<file path="config.mk">
export PLATFORM = sky130hd
export DESIGN_NAME = pc_fetch_unit
export DESIGN_NICKNAME = d
export VERILOG_FILES = /design/src/rtl/pc_fetch_unit.sv
export SDC_FILE = /design/constraint.sdc
export NUM_CORES = 1
export LEC_CHECK = 0
export CORE_MARGIN = 10
export CORE_UTILIZATION = 45
export DETAILED_ROUTE_END_ITERATION = 6
export HOLD_SLACK_MARGIN = 0.06
export PLACE_DENSITY = 0.87
export SETUP_SLACK_MARGIN = 0.5
export SLEW_MARGIN = 20
export SYNTH_ARGS = -nofsm -noshare
export SYNTH_HDL_FRONTEND = slang
export SYNTH_SLANG_ARGS = --single-unit
</file>
<file path="constraint.sdc">
create_clock -name clk -period 5.9 [get_ports clk]
set_input_delay 0.59 -clock clk [delete_from_list [all_inputs] [get_ports clk]]
set_output_delay 0.59 -clock clk [all_outputs]
set_load 0.02 [all_outputs]
</file>
<file path="src/rtl/pc_fetch_unit.sv">
// Instruction fetch stage: PC register, IF/ID pipeline register and BOOT/RUN/HALT control.
// Optional fetch address range check enabled by defining FETCH_RANGE_CHECK_EN.
module pc_fetch_unit #(
  parameter logic [31:0] RESET_PC   = 32'h0000_0000,
  parameter int unsigned IMEM_DEPTH = 101
) (
  input  logic        clk,
  input  logic        rst_n,
  output logic [31:0] imem_addr,
  input  logic [31:0] imem_instr,
  input  logic        redirect_valid,
  input  logic [31:0] redirect_pc,
  input  logic        id_ready,
  output logic        id_valid,
  output logic [31:0] id_pc,
  output logic [31:0] id_instr,
  output logic [31:0] id_pc_plus4,
  output logic        fetch_fault,
  output logic [31:0] fault_pc,
  output logic        halted
);

  typedef enum logic [1:0] {
    StBoot,
    StRun,
    StHalt
  } state_e;

  state_e      state_q, state_d;
  logic [31:0] pc_q, pc_d;
  logic        id_valid_q, id_valid_d;
  logic [31:0] id_pc_q, id_pc_d;
  logic [31:0] id_instr_q, id_instr_d;
  logic        fetch_fault_q, fetch_fault_d;
  logic [31:0] fault_pc_q, fault_pc_d;
  logic        range_fault;

`ifdef FETCH_RANGE_CHECK_EN
  assign range_fault = (pc_q[31:10] != '0) || (32'(pc_q[9:2]) >= IMEM_DEPTH);
`else
  assign range_fault = 1'b0;
`endif

  // Redirect targets are forced word-aligned, so the low bits are ignored.
  logic unused_redirect_lsb;
  assign unused_redirect_lsb = ^redirect_pc[1:0];

  always_comb begin
    state_d       = state_q;
    pc_d          = pc_q;
    id_valid_d    = id_valid_q;
    id_pc_d       = id_pc_q;
    id_instr_d    = id_instr_q;
    fetch_fault_d = 1'b0;
    fault_pc_d    = fault_pc_q;

    if (redirect_valid) begin
      pc_d       = {redirect_pc[31:2], 2'b00};
      id_valid_d = 1'b0;
      state_d    = StRun;
    end else begin
      case (state_q)
        StBoot: begin
          state_d = StRun;
          if (id_ready) id_valid_d = 1'b0;
        end
        StRun: begin
          if (range_fault) begin
            // Faulting fetch loads nothing; a held entry survives until accepted.
            fetch_fault_d = 1'b1;
            fault_pc_d    = pc_q;
            state_d       = StHalt;
            if (id_ready) id_valid_d = 1'b0;
          end else if (!id_valid_q || id_ready) begin
            id_valid_d = 1'b1;
            id_pc_d    = pc_q;
            id_instr_d = imem_instr;
            pc_d       = pc_q + 32'd4;
          end
        end
        StHalt: begin
          if (id_ready) id_valid_d = 1'b0;
        end
        default: begin
          state_d    = StBoot;
          id_valid_d = 1'b0;
        end
      endcase
    end
  end

  always_ff @(posedge clk or negedge rst_n) begin
    if (!rst_n) begin
      state_q       <= StBoot;
      pc_q          <= RESET_PC;
      id_valid_q    <= 1'b0;
      id_pc_q       <= 32'h0;
      id_instr_q    <= 32'h0;
      fetch_fault_q <= 1'b0;
      fault_pc_q    <= 32'h0;
    end else begin
      state_q       <= state_d;
      pc_q          <= pc_d;
      id_valid_q    <= id_valid_d;
      id_pc_q       <= id_pc_d;
      id_instr_q    <= id_instr_d;
      fetch_fault_q <= fetch_fault_d;
      fault_pc_q    <= fault_pc_d;
    end
  end

  assign imem_addr   = pc_q;
  assign id_valid    = id_valid_q;
  assign id_pc       = id_pc_q;
  assign id_instr    = id_instr_q;
  assign id_pc_plus4 = id_pc_q + 32'd4;
  assign fetch_fault = fetch_fault_q;
  assign fault_pc    = fault_pc_q;
  assign halted      = (state_q == StHalt);

endmodule

</file>
# Word level (Yosys, flattened, before mapping)
# Index checks and enable logic that the tools add are counted.
# word_totals
reg_bits,99
output_inout_bits,163
elab_cells,32
# op_classes
n_addsub,2
n_eq_ne,5
muxes,9
bitwise_logic,1
n_reduce_logical,10
# ops
operator,n
32-bit 2-to-1 mux,3
"32-bit by 3-bit adder with 32-bit output, second input constant",2
2-bit case mux with 2 select lines,1
2-bit AND reduction,2
2-bit nonzero test,2
2-bit OR reduction,2
1-bit 2-to-1 mux,3
"3-bit by 1-bit != test with 1-bit output, second input constant",1
"3-bit != test, second input constant",1
3-bit AND reduction,1
"2-bit by 1-bit == test with 1-bit output, second input constant",1
"2-bit == test, second input constant",1
2-bit zero test,1
2-bit 2-to-1 mux,1
"2-bit by 1-bit != test with 1-bit output, second input constant",1
1-bit case mux with 2 select lines,1
1-bit zero test,1
1-bit logical OR,1
1-bit NOT,1

# Depth between registers and ports, before layout
# Gate-level depths: netlist (run 1).
# logic_depth
word_depth,5
mapped_depth,6

# Least setup slack after synthesis (run 1)
# No wires, ideal clock.
# synth_timing
path_kind,reg2out
startpoint,reg id_pc_q[7] (netlist: id_pc[7])
endpoint,out id_pc_plus4[27]
arrival_ns,2.053
required_time_ns,5.310
setup_slack_ns,3.257
stages_incl_launch_ff,6
cell_sequence,dfrtp_1 -> and4_1 -> or4b_1 -> clkbuf_1 -> nor4_1 -> xor2_1
# synth_via
elab_chain_len,1
# synth_rtl
item,line_no,source
"start, declared",32,"logic [31:0] id_pc_q, id_pc_d;"
"start signal, assigned",105,id_pc_q <= id_pc_d;
32-bit by 3-bit adder with 32-bit output,116,assign id_pc_plus4 = id_pc_q + 32'd4;
"end, declared",17,"output logic [31:0] id_pc_plus4,"
# Every way passes these cells.

# Worst setup path in the final report (run 1)
# layout_timing
startpoint,reg id_pc_q[8] (netlist: id_pc[8])
endpoint,out id_pc_plus4[23]
# Same word-level chain as after synthesis.

==> results of run 1 <==
path summary, 6_finish.rpt:
kind	start	to	slack (ns)	depth (start not counted)
max in group asynchronous	rst_n	id_pc[30]	4.61	2
worst max register to register	id_valid	id_instr[6]	3.01	5
worst min-delay path	rst_n	id_instr[15]	0.22	1
worst min register to register	id_instr[21]	id_instr[21]	0.51	1
min in group clk	id_instr[21]	id_instr[21]	0.51	1
worst max-delay path	id_pc[8]	id_pc_plus4[23]	2.30	5
state kept, by name (all words and copies together), names as in the netlist:
| register | cells |
|---|---|
| id_instr | 32 |
| id_pc | 30 |
| imem_addr | 30 |
| id_valid | 1 |
| state_q | 1 |
metal layers:
layer  part of all wire [%]  track usage (%)  vias to the layer above
met4                    2.4             7.43                        0
met5                      0                0                        -
met3                     13             9.90                       32
met1                     38             20.4                     2131
li1                       -                -                     2000
met2                     46             29.0                      221
stage by stage:
stage | total power [mW] | hold slack [ns] | worst slack [ns] | util (%) | std cells
after floorplan | 1.28 | 0.294 | 3.26 | - | 512
after global placement | 1.68 | 0.489 | 2.36 | 63.1 | 783
after detailed placement | 1.70 | 0.494 | 2.28 | 63.1 | 783
after CTS | 2.13 | 0.239 | 2.28 | 64.9 | 797
after global routing | 2.22 | 0.261 | 2.13 | 64.9 | 797
final | 2.12 | 0.225 | 2.30 | 64.9 | 797
logic make-up (layout without fill, tap and decap cells):
logic type	count (synthesis)	count (layout)
compound gates	47	47
xor+xnor	34	34
fa+ha+maj	2	2
buf+inv	72	217
flops	94	94
mux	63	63
other cells	2	41
simple gates	159	159
layout by cell type, fill, tap and decap left out, types with 4 or more instances in the layout:
cell type	synthesis	layout
clkdlybuf4s50_1	0	187
nand2_1	33	33
inv_1	11	11
o211ai_1	8	8
o31ai_1	10	10
o21ai_0	9	9
buf_4	40	4
nand3_1	28	28
or4_1	18	18
nand4_1	17	17
nor4_1	8	8
clkbuf_8	0	11
xnor2_1	11	11
a31oi_1	13	13
and2_1	4	4
and4_1	9	9
conb_1	2	41
nor3_1	7	7
dfrtp_1	94	94
nor2_1	23	22
mux2_2	61	61
xor2_1	23	23
critical path, cell delays in order, from the launching register on:
cell and delay [ns]:
dfrtp_1 0.46, and4_1 0.33, or4b_1 0.67, nor4_1 0.37
xor2_1 0.19, clkdlybuf4s50_1 0.63
power groups by stage:
stage / clock network, mW / registers (mW) / logic, mW
finish: 0.430 / 0.877 / 0.810
global route: 0.466 / 0.896 / 0.862
CTS: 0.440 / 0.875 / 0.820
detailed placement: 0 / 0.887 / 0.817
global placement: 0 / 0.877 / 0.802
floorplan: 0 / 0.985 / 0.296
Yosys cell counts (2+ instances only):
master,count,area (um^2)
dfrtp_1,94,2350
mux2_2,61,687
buf_4,40,300
nand2_1,33,124
nand3_1,28,140
nor2_1,23,86.3
xor2_1,23,201
or4_1,18,135
clkbuf_1,17,63.8
nand4_1,17,106
a31oi_1,13,81.3
inv_1,11,41.3
xnor2_1,11,96.3
o31ai_1,10,75.1
and4_1,9,78.8
o21ai_0,9,45.0
nor4_1,8,50.1
o211ai_1,8,60.1
nor3_1,7,35.0
and2_1,4,25.0
a211o_1,2,17.5
and3_1,2,12.5
buf_6,2,22.5
conb_1,2,7.51
ha_1,2,25.0
mux2i_1,2,20.0
nand2b_1,2,12.5
or3_1,2,12.5
or4_4,2,22.5
or4b_1,2,20.0
final cells by class:
class	instances	area [um^2]	area share, %
multi-input combinational	346	2400	34.0
sequential	94	2350	33.3
timing repair buffer	191	1900	26.9
tap	140	175	2.48
clock buffer	13	159	2.25
inverter	12	45.0	0.638
clock inverter	1	30.0	0.425
==> key figures, run 1 <==
Run status
  – Status: finished, final reports clean

Global routing
  – Largest net degree at the start of global routing: 49
  – Initial antenna violation count: 0
  – Grt ovf: 0
  – Tot GR Track Use: 18.4%
  – First-pass GRT wire length: 24000 um
  – Vias in the first global route: 4458

Layout
  – Layout cells sized above 1: between 10% and 20%
  – Area grow syn2layout: 40.3%
  – Antenna cells: 0
  – Nets: approximately 720
  – Post-route cell area: about 7100 um^2
  – Filler cells: slightly below 900

Floorplanning
  – Initial Util: between 40% and 50%
  – # rows: 38
  – Horiz. Die Dim: approximately 130 um
  – Die Span Y: between 100 and 150 um
  – Ports: 231
  – Die ar.: roughly 16000 um^2
  – Core ar.: around 11000 um^2

Synthesis
  – Post-Synth Simple-Gate Area: roughly 18%
  – Unique masters post-synth: 39
  – Synth Flop Type: dfrtp_1
  – Seq cells post-synth: 94
  – Adder-Cell Fraction of Synth Area: less than 1%
  – Ys Warns: 0
  – Async SR Flop Fraction: between 90% and 100%
  – Cells after synthesis: 473
  – Compound-Gate Fraction of Synth Area: under 10%
  – XOR/XNOR Fraction of Synth Area: 5.92%
  – Post-synthesis sequential area ratio: ~47%
  – Post-synth EDFFs: 0
  – Multiplexer share of the synthesized area: around 14%
  – Syn_area_per_cell: around 11 um^2
  – Largest family of logic cells by synthesized area: simple AND/OR/NAND/NOR gates
  – Post-Syn Area: slightly above 5000 um^2

Timing
  – Period utilization: ~61%
  – Unrepaired setup endpoints after global routing: false
  – Max-slew violations: 0
  – Max transition margin: between 30% and 40%
  – Setup Skew: 0.00803 ns
  – Setup TNS Final: 0 ns
  – Final setup vio count: 0
  – Fmax: about 0.28 GHz
  – Final-report hold violation count: 0
  – Min Tclk post-route: 3.60 ns
  – Actual slew at the worst max-slew pin: between 0.9 and 1 ns

CTS
  – Clock sinks: 94
  – Quantity of hold-fixing buffers added after cts: 0
  – Cts repair resizes: 0
  – Worst-skew pair later-pin latency: about 0.36 ns
  – Cts bufs inserted: 9
  – Maximum clock insertion buffer count: 2
  – H-tree depth: 3
  – Root buf cell: clkbuf_8
  – Clk slew on worst S/H paths: roughly 0.09 ns
  – # Post-CTS Setup Buffers: 0
  – CTS tree: yes

Pwr
  – P_sw: 0.749 mW
  – Cell-internal power: between 1 and 1.5 mW
  – Combinational power share: 38.2%
  – Power Density: ~300 nW/um^2
  – Sw frac: a little over a third
  – Sequential Power Share: 41.4%
  – Clock power share: 20.3%
  – Leakage: roughly 2.8 nW
  – VDD IR max: about 170 uV

Placement
  – Hpwl dp: roughly 12000 um
  – Placed Area: about 6900 um^2
  – RePlAce Congestion: between 0.8 and 0.9
  – PortBufs: between 150 and 200

Critical path
  – CP max FO: 10
  – Crit end category: primary output
  – WP data required: ~5.3 ns
  – CP Launch Type: register
  – Worst EP arrival: between 3 and 4 ns
  – Setup CP Type: reg -> out

Drt
  – Detailed-route DRC error count: 0
  – DRT iter0 DRCs: 291
  – WL/cell: approximately 19 um
  – Final WL: roughly 15000 um
  – Vias: approximately 4400
  – Detail Route Antenna Nets: 0
  – Routed vias/inst: 5.50
  – DR pass1 iterations: 4

Job
  – Max-cap viol count: 0

Min path
  – Hold Path Class: in -> async
Note: power is estimated with default switching activity, not from simulation.
==> run 2, diff against run 1 <==
--- a/config.mk
+++ b/config.mk
@@ -6,10 +6,10 @@
 export NUM_CORES = 1
 export LEC_CHECK = 0
 export CORE_MARGIN = 10
-export CORE_UTILIZATION = 45
+export CORE_UTILIZATION = 42
 export DETAILED_ROUTE_END_ITERATION = 6
 export HOLD_SLACK_MARGIN = 0.06
-export PLACE_DENSITY = 0.87
+export PLACE_DENSITY = 0.82
 export SETUP_SLACK_MARGIN = 0.5
 export SLEW_MARGIN = 20
 export SYNTH_ARGS = -nofsm -noshare
==> constraint.sdc (replaced) <==
create_clock -name clk -period 3.4 [get_ports clk]
set_input_delay 0.34 -clock clk [delete_from_list [all_inputs] [get_ports clk]]
set_output_delay 0.34 -clock clk [all_outputs]
set_load 0.02 [all_outputs]
==> run 2 against run 1 <==
Via count grew 0.57%. Clock power grew to 2.9 times the previous value. Worst hold slack gained 0.24 ns. Critical endpoint is now id_pc_plus4[26]. Largest power group unchanged.
==> key figures, run 2 (synthesized netlist as in run 1, its figures left out) <==
Floorplanning
  – Die Span Y: 129 um (was 126 um)
  – Die ar.: 16800 um^2 (was 15800 um^2)
  – Ports: 231 (unchanged)
  – Initial Util: 43.5% (was 46.2%)
  – # rows: 39 (was 38)
  – Horiz. Die Dim: 129 um (was 126 um)
  – Core ar.: 11600 um^2 (was 10900 um^2)

Timing
  – Final setup vio count: 0 (unchanged)
  – Unrepaired setup endpoints after global routing: true (was false)
  – Actual slew at the worst max-slew pin: 0.707 ns (was 0.933 ns)
  – Setup TNS Final: 0 ns (unchanged)
  – Period utilization: between 80 and 90%
  – Max-slew violations: 0 (unchanged)
  – Setup Skew: 0.00781 ns (was 0.00803 ns)
  – Min Tclk post-route: 2.82 ns
  – Final-report hold violation count: 0 (unchanged)
  – Worst setup margin: 0.581 ns (was 2.30 ns)
  – Fin Hold WS: 0.466 ns (was 0.225 ns)
  – Max transition margin: 52.7% (was 37.4%)
  – Fmax: ~0.35 GHz

Placement
  – Hpwl dp: 12100 um (was 11800 um)
  – PortBufs: 188 (unchanged)
  – DP Worst Slack: 0.445 ns (was 2.28 ns)
  – Placed insts: 791 (was 783)
  – Placed Area: 6910 um^2 (was 6870 um^2)
  – RePlAce Congestion: 0.871 (was 0.837)

Critical path
  – CP Cell Sequence: ha_1 > and4_2 > nand4_1 > nor4_2 > xor2_1 > clkdlybuf4s15_1 (was and4_1 > or4b_1 > nor4_1 > xor2_1 > clkdlybuf4s50_1)
  – Delay of the slowest critical-path stage: 0.44 ns (was 0.67 ns)
  – Crit-path slowest cell: dfrtp_1 (was or4b_1)
  – CP max FO: 6 (was 10)
  – WP data required: 3.06 ns (was 5.31 ns)
  – Setup CP Type: reg -> out (unchanged)
  – Worst EP arrival: 2.48 ns (was 3.01 ns)
  – Crit end category: primary output (unchanged)
  – CP Launch Type: register (unchanged)

Layout
  – Area grow syn2layout: 45.8% (was 40.3%)
  – Most frequent cells in the layout: clkdlybuf4s50_1 (170), dfrtp_1 (94), mux2_2 (61) (was clkdlybuf4s50_1 (187), dfrtp_1 (94), mux2_2 (61))
  – Nets: 730 (was 724)
  – Post-route cell area: 7340 um^2 (was 7060 um^2)
  – Antenna cells: 0 (unchanged)
  – Commonest non-fill, non-tap cell in the layout: clkdlybuf4s50_1 (unchanged)
  – Utilization after layout: 63.4% (was 64.9%)
  – Finished Layout Cells: 808 (was 797)
  – Layout cells sized above 1: 15.5% (was 12.3%)
  – Number of flip-flops in the largest register: 32 (unchanged)

Global routing
  – Largest net degree at the start of global routing: 37 (was 49)
  – First-pass GRT wire length: 24300 um (was 24000 um)
  – Vias in the first global route: 4588 (was 4458)
  – Initial antenna violation count: 0 (unchanged)
  – Grt ovf: 0 (unchanged)
  – Tot GR Track Use: 18.2% (was 18.4%)

Pwr
  – Power Density: 566 nW/um^2 (was 300 nW/um^2)
  – Leakage: 2.99 nW (was 2.83 nW)
  – VDD IR max: 284 uV (was 166 uV)
  – Total Power: 4.15 mW (was 2.12 mW)

Drt
  – Routed vias/inst: 5.46 (was 5.50)
  – DR pass1 iterations: 4 (unchanged)
  – WL/cell: 19.7 um (was 19.1 um)
  – DRT iter0 DRCs: 226 (was 291)
  – Vias: 4409 (was 4384)
  – Detailed-route DRC error count: 0 (unchanged)
  – Final WL: 15900 um (was 15200 um)
  – Detail Route Antenna Nets: 0 (unchanged)

Min path
  – Hold Path Class: in -> async (unchanged)

CTS
  – H-tree depth: 3 (unchanged)
  – # Post-CTS Setup Buffers: 0 (unchanged)
  – Clock sinks: 94 (unchanged)
  – Worst-skew pair later-pin latency: 0.34 ns (was 0.36 ns)
  – Clk slew on worst S/H paths: 0.07 ns (was 0.09 ns)
  – Maximum clock insertion buffer count: 2 (unchanged)
  – Root buf cell: clkbuf_16 (was clkbuf_8)
  – Cts bufs inserted: 9 (unchanged)
  – CTS tree: yes (unchanged)

Job
  – Max-cap viol count: 0 (unchanged)

Run status
  – Status: finished, final reports clean (unchanged)
run 2: per-layer routing:
layer  up-vias  share of wire [%]  wire (um)  global-route usage (%)
met1      2143                 37       5850                    19.1
met5         -                  0          0                       0
met2       212                 48       7670                    30.8
li1       2021                  -          -                       -
met3        33                 12       1980                    8.12
met4         0                2.4        388                    8.53
run 2: critical path: cells and delay by family, from the launching register on:
family,cells,cell delay (ns)
fa+ha+maj,1,0.23
simple gates,3,0.90
flops,1,0.44
xor+xnor,1,0.22
buf+inv,1,0.34
run 2: timing repair:
action,in CTS,in global routing
pin swaps,0,1
hold endpoints to repair,28,0
setup endpoints to repair,18,9
resized for setup,19,14
hold buffers,1,0
run 2: worst paths after layout:
kind / startpoint / endpoint / slack, ns / cells after the start
worst max-delay path: id_pc[2] / id_pc_plus4[26] / 0.58 / 6
worst min-delay path: rst_n / id_instr[21] / 0.47 / 2
worst max register to register: state_q[0] / imem_addr[28] / 1.15 / 4
worst min register to register: id_instr[28] / id_instr[28] / 0.51 / 1
max in group asynchronous: rst_n / imem_addr[12] / 2.12 / 3
min in group clk: id_instr[28] / id_instr[28] / 0.51 / 1
run 2: power by group:
| part | total, mW | internal, mW | switching [mW] |
|---|---|---|---|
| Sequential | 1.53 | 1.30 | 0.230 |
| Combinational | 1.39 | 0.685 | 0.709 |
| Clock | 1.23 | 0.812 | 0.420 |
run 2: cell type report:
class / count / area, um^2
Clock buffer: 10 / 239
Clock inverter: 6 / 133
Fill cell: 918 / 4230
Inverter: 12 / 45.0
Multi-Input combinational cell: 346 / 2450
Sequential cell: 94 / 2350
Tap cell: 143 / 179
Timing Repair Buffer: 197 / 1940
